**src/rtl/alu_seq_pkg.sv**
```systemverilog
// Shared types and encodings for the ALU sequencer (alu_seq_ctrl and alu_seq_unpack).
package alu_seq_pkg;

  localparam int WORD_W_DEF = 16;

  localparam logic [2:0] MC_64 = 3'b111;
  localparam logic [2:0] MC_32 = 3'b110;
  localparam logic [2:0] MC_16 = 3'b100;

  localparam logic [1:0] OP_ADD = 2'b10;
  localparam logic [1:0] OP_SUB = 2'b00;
  localparam logic [1:0] OP_XOR = 2'b11;

  typedef enum logic [1:0] {
    IDLE  = 2'd0,
    LOAD  = 2'd1,
    ISSUE = 2'd2,
    SEND  = 2'd3
  } state_e;

  function automatic logic mc_legal(input logic [2:0] mc);
    return (mc == MC_64) || (mc == MC_32) || (mc == MC_16);
  endfunction

endpackage

```
**src/rtl/alu_seq_unpack.sv**
```systemverilog
// Selects result word k (0..3) from the captured ALU result ports according to the lane mode.
module alu_seq_unpack
  import alu_seq_pkg::*;
#(
  parameter int WORD_W = WORD_W_DEF
) (
  input  logic [2:0]          mc_i,
  input  logic [1:0]          idx_i,
  input  logic [4*WORD_W-1:0] res1_i,
  input  logic [2*WORD_W-1:0] res2_i,
  input  logic [WORD_W-1:0]   res3_i,
  input  logic [WORD_W-1:0]   res4_i,
  output logic [WORD_W-1:0]   word_o
);

  always_comb begin
    word_o = res1_i[idx_i*WORD_W +: WORD_W];
    case (mc_i)
      MC_32: begin
        case (idx_i)
          2'd0:    word_o = res1_i[0      +: WORD_W];
          2'd1:    word_o = res1_i[WORD_W +: WORD_W];
          2'd2:    word_o = res2_i[0      +: WORD_W];
          default: word_o = res2_i[WORD_W +: WORD_W];
        endcase
      end
      MC_16: begin
        case (idx_i)
          2'd0:    word_o = res1_i[0 +: WORD_W];
          2'd1:    word_o = res2_i[0 +: WORD_W];
          2'd2:    word_o = res3_i;
          default: word_o = res4_i;
        endcase
      end
      default: ;
    endcase
  end

endmodule

```
**src/rtl/alu_seq_ctrl.sv**
```systemverilog
// Stream front/back end for the lane-partitioned ALU: load 8 operand words, wait ALU_LAT, stream 4 result words.
// Optional macro ALU_SEQ_OPCNT_EN adds op_count, a wrapping count of completed transactions.
module alu_seq_ctrl
  import alu_seq_pkg::*;
#(
  parameter int WORD_W  = WORD_W_DEF,
  parameter int ALU_LAT = 1
) (
  input  logic                clk,
  input  logic                rst_n,
  input  logic                cmd_valid,
  output logic                cmd_ready,
  input  logic [2:0]          cmd_mc,
  input  logic [1:0]          cmd_op,
  input  logic                in_valid,
  output logic                in_ready,
  input  logic [WORD_W-1:0]   in_data,
  output logic [2:0]          alu_mc,
  output logic [1:0]          alu_op,
  output logic [WORD_W-1:0]   alu_a0,
  output logic [WORD_W-1:0]   alu_a1,
  output logic [WORD_W-1:0]   alu_a2,
  output logic [WORD_W-1:0]   alu_a3,
  output logic [WORD_W-1:0]   alu_b0,
  output logic [WORD_W-1:0]   alu_b1,
  output logic [WORD_W-1:0]   alu_b2,
  output logic [WORD_W-1:0]   alu_b3,
  input  logic [4*WORD_W-1:0] alu_res1,
  input  logic [2*WORD_W-1:0] alu_res2,
  input  logic [WORD_W-1:0]   alu_res3,
  input  logic [WORD_W-1:0]   alu_res4,
  output logic                out_valid,
  input  logic                out_ready,
  output logic [WORD_W-1:0]   out_data,
  output logic                out_last,
  output logic                busy,
  output logic                err
`ifdef ALU_SEQ_OPCNT_EN
  , output logic [15:0]       op_count
`endif
);

  localparam logic [3:0] LAT_LAST = 4'(ALU_LAT - 1);

  state_e              state_q, state_d;
  logic [2:0]          idx_q, idx_d;
  logic [3:0]          wait_q, wait_d;
  logic [2:0]          mc_q, mc_d;
  logic [1:0]          op_q, op_d;
  logic                err_q, err_d;
  logic                load_en, cap_en, done;
  logic [WORD_W-1:0]   opnd_q [8];
  logic [4*WORD_W-1:0] res1_q;
  logic [2*WORD_W-1:0] res2_q;
  logic [WORD_W-1:0]   res3_q, res4_q;
  logic [WORD_W-1:0]   word;

  always_comb begin
    state_d = state_q;
    idx_d   = idx_q;
    wait_d  = wait_q;
    mc_d    = mc_q;
    op_d    = op_q;
    err_d   = 1'b0;
    load_en = 1'b0;
    cap_en  = 1'b0;
    done    = 1'b0;
    case (state_q)
      IDLE: begin
        if (cmd_valid) begin
          if (mc_legal(cmd_mc)) begin
            mc_d    = cmd_mc;
            op_d    = cmd_op;
            idx_d   = 3'd0;
            state_d = LOAD;
          end else begin
            err_d = 1'b1;
          end
        end
      end
      LOAD: begin
        if (in_valid) begin
          load_en = 1'b1;
          idx_d   = idx_q + 3'd1;
          if (idx_q == 3'd7) begin
            idx_d   = 3'd0;
            wait_d  = 4'd0;
            state_d = ISSUE;
          end
        end
      end
      ISSUE: begin
        // Capture lands exactly ALU_LAT edges after entering ISSUE.
        if (wait_q == LAT_LAST) begin
          cap_en  = 1'b1;
          idx_d   = 3'd0;
          state_d = SEND;
        end else begin
          wait_d = wait_q + 4'd1;
        end
      end
      SEND: begin
        if (out_ready) begin
          idx_d = idx_q + 3'd1;
          if (idx_q == 3'd3) begin
            idx_d   = 3'd0;
            done    = 1'b1;
            state_d = IDLE;
          end
        end
      end
      default: state_d = IDLE;
    endcase
  end

  always_ff @(posedge clk) begin
    if (!rst_n) begin
      state_q <= IDLE;
      idx_q   <= '0;
      wait_q  <= '0;
      mc_q    <= '0;
      op_q    <= '0;
      err_q   <= 1'b0;
      res1_q  <= '0;
      res2_q  <= '0;
      res3_q  <= '0;
      res4_q  <= '0;
      for (int i = 0; i < 8; i++) opnd_q[i] <= '0;
    end else begin
      state_q <= state_d;
      idx_q   <= idx_d;
      wait_q  <= wait_d;
      mc_q    <= mc_d;
      op_q    <= op_d;
      err_q   <= err_d;
      if (load_en) opnd_q[idx_q] <= in_data;
      if (cap_en) begin
        res1_q <= alu_res1;
        res2_q <= alu_res2;
        res3_q <= alu_res3;
        res4_q <= alu_res4;
      end
    end
  end

`ifdef ALU_SEQ_OPCNT_EN
  logic [15:0] opcnt_q;
  always_ff @(posedge clk) begin
    if (!rst_n)    opcnt_q <= '0;
    else if (done) opcnt_q <= opcnt_q + 16'd1;
  end
  assign op_count = opcnt_q;
`else
  logic unused_done;
  assign unused_done = done;
`endif

  alu_seq_unpack #(.WORD_W(WORD_W)) u_unpack (
    .mc_i   (mc_q),
    .idx_i  (idx_q[1:0]),
    .res1_i (res1_q),
    .res2_i (res2_q),
    .res3_i (res3_q),
    .res4_i (res4_q),
    .word_o (word)
  );

  assign cmd_ready = (state_q == IDLE);
  assign in_ready  = (state_q == LOAD);
  assign busy      = (state_q != IDLE);
  assign out_valid = (state_q == SEND);
  assign out_last  = out_valid && (idx_q == 3'd3);
  assign out_data  = out_valid ? word : '0;
  assign err       = err_q;
  assign alu_mc    = mc_q;
  assign alu_op    = op_q;
  assign alu_a0    = opnd_q[0];
  assign alu_a1    = opnd_q[1];
  assign alu_a2    = opnd_q[2];
  assign alu_a3    = opnd_q[3];
  assign alu_b0    = opnd_q[4];
  assign alu_b1    = opnd_q[5];
  assign alu_b2    = opnd_q[6];
  assign alu_b3    = opnd_q[7];

endmodule

```
**config.mk**
```make
export PLATFORM = sky130hd
export DESIGN_NAME = alu_seq_ctrl
export DESIGN_NICKNAME = d
export VERILOG_FILES = /design/src/rtl/alu_seq_pkg.sv /design/src/rtl/alu_seq_unpack.sv /design/src/rtl/alu_seq_ctrl.sv
export SDC_FILE = /design/constraint.sdc
export NUM_CORES = 1
export LEC_CHECK = 0
export ABC_CLOCK_PERIOD_IN_PS = 3450
export CORE_ASPECT_RATIO = 2
export CORE_MARGIN = 3
export CORE_UTILIZATION = 50
export CTS_BUF_LIST = sky130_fd_sc_hd__clkbuf_4
export DETAILED_ROUTE_END_ITERATION = 7
export PLACE_DENSITY = 0.88
export SKIP_CTS_REPAIR_TIMING = 1
export SYNTH_ARGS = -nofsm -noshare
export SYNTH_HDL_FRONTEND = slang
export SYNTH_SLANG_ARGS = --single-unit
```
**constraint.sdc**
```tcl
create_clock -name clk -period 3.45 [get_ports clk]
set_clock_uncertainty 0.05 [all_clocks]
set_input_delay 0.69 -clock clk [delete_from_list [all_inputs] [get_ports clk]]
set_output_delay 0.69 -clock clk [all_outputs]
set_load 0.01 [all_outputs]
```
==> impl_metrics.ini, run 1 <==
[setup_path]
endpoint_kind = output pin
worst-path-buf-inv = 2
worst_path_most_repeated_cell = a221o_1
crit_path_max_fanout = 16
crit_required_ps = 2710
startpoint = idx_q[0]$_SDFFE_PN0P_
arrival_ps = 2910
max_stage_delay_ps = 500
critical_path_class = flop to output pin
cp_slowest_cell = clkdlybuf4s50_1
r2r-start = state_q[1]$_SDFFE_PN0P_
worstPathCellList = inv_2, ha_2, a221o_1, a221o_1, a32o_1, clkdlybuf4s50_1
crit_family = compound AO/OA/AOI/OAI gates
critPathLaunchType = flop

[floorplan]
start_util_pct = 51.1
row_count = 78
fp.dieW_microns = 114
core_sq_um = 22800
fp.dieArea_sq_um = 25300
die_h_microns = 222
ios = 309

[final_layout]
stdcell_area_sq_um = 15900
layout-drive-gt1-share_pct = 10.4
nets = 1563
fillers = 1671
area_delta_synth_final_pct = 36.1

[sta]
relSlewSlack_pct = 35.8
layout_setup_ws_ps = -201
grt_setup_unrepaired = true
clock.fmax_mhz = 274
final-setup-viol-count = 4
worst_slew_pin_slew_ps = 960
finalHoldViolCount = 0
slew_viol_final = 0
fin_crit_ps = 3650
layout_worst_path_cycle_share_pct = 106

[placement]
port_buffers = 308
place_area_sq_um = 15000
place_congestion = 0.933
dp_hpwl_mm = 26.0

[clocking]
cts_tree = built
clkSinkCount = 271
path_clk_slew_ps = 70
htreeDepth = 2
numCtsBuffers = 56
clock_latency_ps = 700
cts_root_buf = clkbuf_4
clock_path_buffers = 3

[yosys]
ys_types = 47
synth_seq_cells = 271
synth_area_sq_um = 11700
yosys.area.top_type = edfxtp_1
yosys-top-cells-count = nand2_1, dfxtp_1, and2_1
synth-seq-area-share_pct = 57.5
synthTopCellsByArea = edfxtp_1, dfxtp_1, nand2_1
synth_fp_nets = 1237
synth_flop_cell = dfxtp_1
syn-instance-count = 1069
yosysMostFrequentCell = nand2_1
synth_warnings = 0
yosysTopAreaCellShare_pct = 32.9
synth_edf_count = 128
async_flop_share_pct = 0
synth_area_per_cell_sq_um = 10.9

[global_routing]
grt_start_max_net_pins = 108
antenna_found_initial = 2
grt_pass1_wl_mm = 52.3
grt_util_all_layers_pct = 27.0
grt_pass1_vias = 9626
overflow = 0

[power]
sw_frac_of_total_pct = 29.3
clkPwrFrac_pct = 30.6
pwr-share-comb_pct = 21.3
p_int_mw = 5.65
peakVddDrop_mv = 0.354
switchingPower_mw = 2.34
leakage_nw = 5.99
power.total_mw = 7.99
power.density_nw_per_um2 = 503
seqPwrFrac_pct = 48.1

[route]
drt-initial-drc-count = 739
drc_errors = 0
vias = 9378
vias_per_cell = 5.45
wirelength_mm = 35.1
first_pass_iters = 5
routedWlPerCell_microns = 20.4
antenna_left = 0

[run]
drv_cap = 0

[worst_hold_path]
holdCritStartpoint = rst_n
hold_path.class = primary input to flop

[status]
violations = negative setup slack
status = finished, violations left
[power groups by stage]
| stage | sequential, mW | combinational, mW | clock, mW |
|---|---|---|---|
| after floorplan | 3.89 | 0.914 | 0 |
| after global placement | 3.89 | 1.60 | 0 |
| after detailed placement | 3.91 | 1.65 | 0 |
| after CTS | 3.84 | 1.66 | 2.50 |
| after global routing | 3.87 | 1.85 | 2.65 |
| final | 3.84 | 1.70 | 2.45 |
[stage by stage]
stage | util [%] | setup TNS, ps | hold slack, ps | setup slack [ps] | cells
after global placement | 65.8 | 0 | 390 | 179 | 1611
after floorplan | - | 0 | 381 | 653 | 1069
after global routing | 69.6 | -1230 | 275 | -298 | 1720
after CTS | 69.0 | -10390 | 248 | -705 | 1712
final | 69.6 | -747 | 312 | -201 | 1720
after detailed placement | 65.8 | 0 | 394 | 62.9 | 1611
[cells in the final DEF (no fill, tap or decap), types with 16 or more instances in the layout]
cell / n
clkdlybuf4s50_1: 295
nand2_1: 267
dfxtp_1: 142
a21boi_1: 129
and2_1: 129
edfxtp_1: 128
clkbuf_4: 73
a221o_1: 30
buf_4: 28
mux2i_1: 23
clkinv_1: 19
mux4_2: 16
a21oi_1: 16
[registers in the layout, indices dropped and copies added, names as in the netlist]
name     count
idx_q        3
state_q      2
res1_q      64
alu_mc       3
res3_q      16
alu_op       2
wait_q       4
res4_q      16
res2_q      32
opnd_q     128
err          1
[layer usage]
| metal | up-vias | share of wire (%) | global-route usage, % |
|---|---|---|---|
| met3 | 111 | 6.4 | 4.07 |
| li1 | 4399 | - | - |
| met1 | 4401 | 31 | 26.0 |
| met5 | - | 0 | 0 |
| met4 | 0 | 5.7 | 15.1 |
| met2 | 467 | 56 | 52.2 |
[layout make-up]
cell class / count / area, sq um / share of cell area, %
Sequential cell: 271 / 6710 / 42.2
Multi-Input combinational cell: 711 / 4610 / 29.0
Timing Repair Buffer: 341 / 3420 / 21.5
Clock buffer: 73 / 548 / 3.45
Tap cell: 280 / 350 / 2.21
Clock inverter: 28 / 193 / 1.21
Inverter: 14 / 52.6 / 0.331
Antenna cell: 2 / 5.00 / 0.0315
[cells by family after synthesis]
| logic type | share of synthesized area [%] |
|---|---|
| AOI/OAI and AO/OA | 14.5 |
| xor gates and xnor gates | 0.150 |
| adders and majority gates | 1.50 |
| buffers and inverters | 3.37 |
| DFF | 57.5 |
| muxes | 5.35 |
| and+or+nand+nor | 17.7 |
[worst paths after layout]
check        depth (start not counted)  slack (ps)                          to
max                                  6        -200                 out_data[3]
min                                  2         310       idx_q[0]$_SDFFE_PN0P_
max reg2reg                          5         890  opnd_q[7][9]$_SDFFCE_PN0P_
min reg2reg                          2         400     res1_q[41]$_SDFFE_PN0P_
Note: power is estimated with default switching activity, not from simulation.
==> run 2: changes to the inputs <==
--- a/config.mk
+++ b/config.mk
@@ -6,12 +6,12 @@
 export NUM_CORES = 1
 export LEC_CHECK = 0
 export ABC_CLOCK_PERIOD_IN_PS = 3450
-export CORE_ASPECT_RATIO = 2
+export CORE_ASPECT_RATIO = 1.75
 export CORE_MARGIN = 3
-export CORE_UTILIZATION = 50
+export CORE_UTILIZATION = 40
 export CTS_BUF_LIST = sky130_fd_sc_hd__clkbuf_4
 export DETAILED_ROUTE_END_ITERATION = 7
-export PLACE_DENSITY = 0.88
+export PLACE_DENSITY = 0.74
 export SKIP_CTS_REPAIR_TIMING = 1
 export SYNTH_ARGS = -nofsm -noshare
 export SYNTH_HDL_FRONTEND = slang
==> impl_metrics.ini, run 2 (same netlist as run 1, synthesis figures left out) <==
[floorplan]
fp.dieW_microns = 135
fp.dieArea_sq_um = 31300
ios = 309
row_count = 82
core_sq_um = 28700
start_util_pct = 40.6
die_h_microns = 232

[run]
drv_cap = 0

[setup_path]
max_stage_delay_ps = 360
critPathLaunchType = flop
reg2reg_slack_ps = 900
endpoint_kind = output pin
path_depth = 8
startpoint = idx_q[0]$_SDFFE_PN0P_
r2r-start = state_q[1]$_SDFFE_PN0P_
crit_path_max_fanout = 6
worstPathCellList = buf_12, ha_4, and2_4, buf_4, a221o_1, a221o_1, a32o_1, clkbuf_2
crit_family = compound AO/OA/AOI/OAI gates
arrival_ps = 2680
worst_path_most_repeated_cell = a221o_1
critical_path_class = flop to output pin
worst-path-buf-inv = 3
reg2reg_depth = 5
crit_required_ps = 2710
cp_slowest_cell = dfxtp_4

[clocking]
htreeDepth = 2
clock_path_buffers = 3
cts_tree = built
path_clk_slew_ps = 80
clock_latency_ps = 720
cts_root_buf = clkbuf_4
numCtsBuffers = 59
clkSinkCount = 271

[sta]
worst_slew_pin_slew_ps = 948
slew_viol_final = 0
finalHoldViolCount = 0
grt_setup_unrepaired = true
final-setup-viol-count = 0
layout_worst_path_cycle_share_pct = 99.0
layout_setup_ws_ps = 33.8
fin_crit_ps = 3420
relSlewSlack_pct = 36.6
clock.fmax_mhz = 293

[power]
power.density_nw_per_um2 = 485
peakVddDrop_mv = 0.269
leakage_nw = 5.96
power.total_mw = 7.74

[placement]
preCtsSetupSlack_ps = 88.8
port_buffers = 308
dp_hpwl_mm = 25.4
place_congestion = 0.900

[route]
vias = 9196
vias_per_cell = 5.07
wirelength_mm = 34.0
first_pass_iters = 4
antenna_left = 0
drc_errors = 0
drt-initial-drc-count = 475
routedWlPerCell_microns = 18.7

[worst_hold_path]
hold_depth = 2
holdCritStartpoint = rst_n
hold_path.class = primary input to flop

[final_layout]
largest_reg_flops = 128
area_delta_synth_final_pct = 36.8
nets = 1566
reg_top3 = opnd_q x128, res1_q x64, res2_q x32
mostFrequentLayoutCell = clkdlybuf4s50_1
layout-drive-gt1-share_pct = 11.4
multiInputGateArea_sq_um = 4660
regMostFlops = opnd_q
final_cell_mix = clkdlybuf4s50_1, nand2_1, dfxtp_1
seqCellArea_sq_um = 6720
final_util_pct = 55.6
fillers = 2497

[global_routing]
overflow = 0
antenna_found_initial = 1
grt_start_max_net_pins = 129
grt_pass1_vias = 9113
grt_pass1_wl_mm = 50.2
grt_util_all_layers_pct = 20.9

[status]
status = finished clean
-- run 2: changes by cell type in the layout (fill, tap and decap cells not counted), sizes merged, moves of 2 or more --
cell / previous run / this run
clkinv: 23 / 26
bufinv: 3 / 1
clkdlybuf4s50: 295 / 291
dlymetal6s2s: 12 / 10
-- run 2: worst paths after layout --
kind / end
max: out_data[14]
min: idx_q[0]$_SDFFE_PN0P_
max reg2reg: opnd_q[7][11]$_SDFFCE_PN0P_
min reg2reg: res1_q[43]$_SDFFE_PN0P_
-- run 2: layout make-up --
cell class                      count  share of cell area [%]
Inverter                           14                   0.329
Antenna cell                        1                  0.0157
Multi-Input combinational cell    712                    29.2
Timing Repair Buffer              340                    21.3
Sequential cell                   271                    42.1
Clock buffer                       70                    3.29
Tap cell                          378                    2.96
Clock inverter                     28                   0.886
-- run 2: metrics by stage --
stage / cell area [sq um] / hold WS [ps] / std cells / setup TNS, ps
2_1_floorplan: 11700 / 381 / 1069 / 0
3_3_place_gp: 15100 / 390 / 1710 / 0
3_5_place_dp: 15100 / 392 / 1710 / 0
4_1_cts: 15800 / 239 / 1808 / -11140
5_1_grt: 16000 / 256 / 1814 / -443
6_report: 16000 / 323 / 1814 / 0
-- run 2: power by group --
group          internal (mW)  switching, mW  total, mW
Sequential              3.66          0.174       3.83
Clock                   1.04           1.19       2.23
Combinational          0.759          0.923       1.68
Total                   5.46           2.29       7.74
-- run 2: per-layer routing --
layer  wire length [microns]  share of wire, %  vias to the layer above  GRT usage, %
li1                        -                 -                     4412             -
met4                    1970               5.8                        0          12.1
met5                       0                 0                        -             0
met2                   18400                54                      379          39.6
met3                    1970               5.8                      100          4.16
met1                   11600                34                     4305          20.6
==> run 3: changes to the inputs <==
--- a/config.mk
+++ b/config.mk
@@ -12,7 +12,7 @@
 export CTS_BUF_LIST = sky130_fd_sc_hd__clkbuf_4
 export DETAILED_ROUTE_END_ITERATION = 7
 export PLACE_DENSITY = 0.74
-export SKIP_CTS_REPAIR_TIMING = 1
+export SLEW_MARGIN = 20
 export SYNTH_ARGS = -nofsm -noshare
 export SYNTH_HDL_FRONTEND = slang
 export SYNTH_SLANG_ARGS = --single-unit
==> impl_metrics.ini, run 3 (same netlist as run 1, synthesis figures left out) <==
[power]
switchingPower_mw = 2.30
power.total_mw = 7.76
power.density_nw_per_um2 = 487
p_int_mw = 5.46
pwr-share-comb_pct = 21.8
sw_frac_of_total_pct = 29.6
clkPwrFrac_pct = 28.8
seqPwrFrac_pct = 49.4
peakVddDrop_mv = 0.267
leakage_nw = 5.83

[sta]
final-setup-viol-count = 0
layout_worst_path_cycle_share_pct = 98.1
fin_crit_ps = 3380
finalHoldViolCount = 0
grt_setup_unrepaired = true
relSlewSlack_pct = 36.5
worst_slew_pin_slew_ps = 948
clock.fmax_mhz = 295
slew_viol_final = 0

[run]
drv_cap = 0

[clocking]
htreeDepth = 2
path_clk_slew_ps = 80
clkSinkCount = 271
numCtsBuffers = 59
cts_tree = built
clock_latency_ps = 720
ctsHoldBuffers = 0
cts_root_buf = clkbuf_4
clock_path_buffers = 3

[setup_path]
arrival_ps = 2640
endpoint_kind = output pin
crit_required_ps = 2710
crit_path_max_fanout = 7
critical_path_class = flop to output pin
critPathLaunchType = flop

[floorplan]
fp.dieW_microns = 135
core_sq_um = 28700
ios = 309
fp.dieArea_sq_um = 31300
die_h_microns = 232
start_util_pct = 40.6
row_count = 82

[placement]
place_congestion = 0.900
dp_hpwl_mm = 25.4
port_buffers = 308

[final_layout]
regMostFlops = opnd_q
layout-drive-gt1-share_pct = 12.3
largest_reg_flops = 128
nets = 1567
reg_top3 = opnd_q x128, res1_q x64, res2_q x32
area_delta_synth_final_pct = 36.5
final_cell_mix = clkdlybuf4s50_1, nand2_1, dfxtp_1
mostFrequentLayoutCell = clkdlybuf4s50_1
final_util_pct = 55.4

[global_routing]
grt_start_max_net_pins = 129
grt_pass1_wl_mm = 50.6
grt_util_all_layers_pct = 21.1
antenna_found_initial = 1
overflow = 0
grt_pass1_vias = 9220

[route]
first_pass_iters = 5
vias = 9149
routedWlPerCell_microns = 18.7
drt-initial-drc-count = 511
drc_errors = 0
wirelength_mm = 33.9
vias_per_cell = 5.04
antenna_left = 0

[worst_hold_path]
hold_path.class = primary input to flop

[status]
status = finished clean
==> run 3: power groups by stage <==
stage	clock, mW	sequential, mW	combinational (mW)
floorplan	0	3.89	0.914
finish	2.23	3.83	1.69
global route	2.45	3.87	1.84
detailed placement	0	3.90	1.66
global placement	0	3.89	1.63
CTS	2.31	3.83	1.70
==> run 3: critical path, stage by stage (launching register included) <==
cell and delay (ps):
dfxtp_2 350, buf_8 130, ha_4 160, and2_4 200, buf_12 140, a221o_1 290
a221o_1 280, a32o_2 250, buf_6 120
==> run 3: final cells by class <==
| cell class | count | area [sq um] |
|---|---|---|
| diodes | 1 | 2.50 |
| clock buffers | 70 | 526 |
| clock inverters | 28 | 141 |
| fillers | 2509 | 12800 |
| inverters | 14 | 55.1 |
| multi-input cells | 711 | 4660 |
| flip-flops and latches | 271 | 6710 |
| well taps | 378 | 473 |
| repair buffers | 342 | 3360 |
==> run 3: final timing paths <==
path | startpoint | to | slack, ps | cells after the start
hold reg to reg | res1_q[43]$_SDFFE_PN0P_ | res1_q[43]$_SDFFE_PN0P_ | 400 | 2
setup / recovery | idx_q[0]$_SDFFE_PN0P_ | out_data[7] | 70 | 8
setup reg to reg | state_q[1]$_SDFFE_PN0P_ | opnd_q[7][11]$_SDFFCE_PN0P_ | 880 | 5
hold / removal | rst_n | idx_q[0]$_SDFFE_PN0P_ | 310 | 2
==> run 3: per-stage QoR <==
stage	setup TNS, ps	std cells	hold WS, ps	setup slack, ps	cell area (sq um)
6_report	0	1815	312	65.2	15900
3_5_place_dp	0	1710	392	88.8	15100
3_3_place_gp	0	1710	390	204	15100
4_1_cts	-32.1	1814	231	-14.9	15900
2_1_floorplan	0	1069	381	653	11700
5_1_grt	-418	1815	255	-49.8	15900
==> run 3: per-layer routing <==
metal / GRT usage, % / share of wire [%]
met2: 39.9 / 54
met3: 4.25 / 5.5
met5: 0 / 0
met4: 12.6 / 5.6
met1: 20.7 / 35
==> run 3: repair_timing <==
| action | in CTS | in global routing |
|---|---|---|
| pin swaps | 1 | 0 |
| setup buffers | 6 | 0 |
| endpoints found under the setup margin | 17 | 16 |
| resized for setup | 89 | 5 |
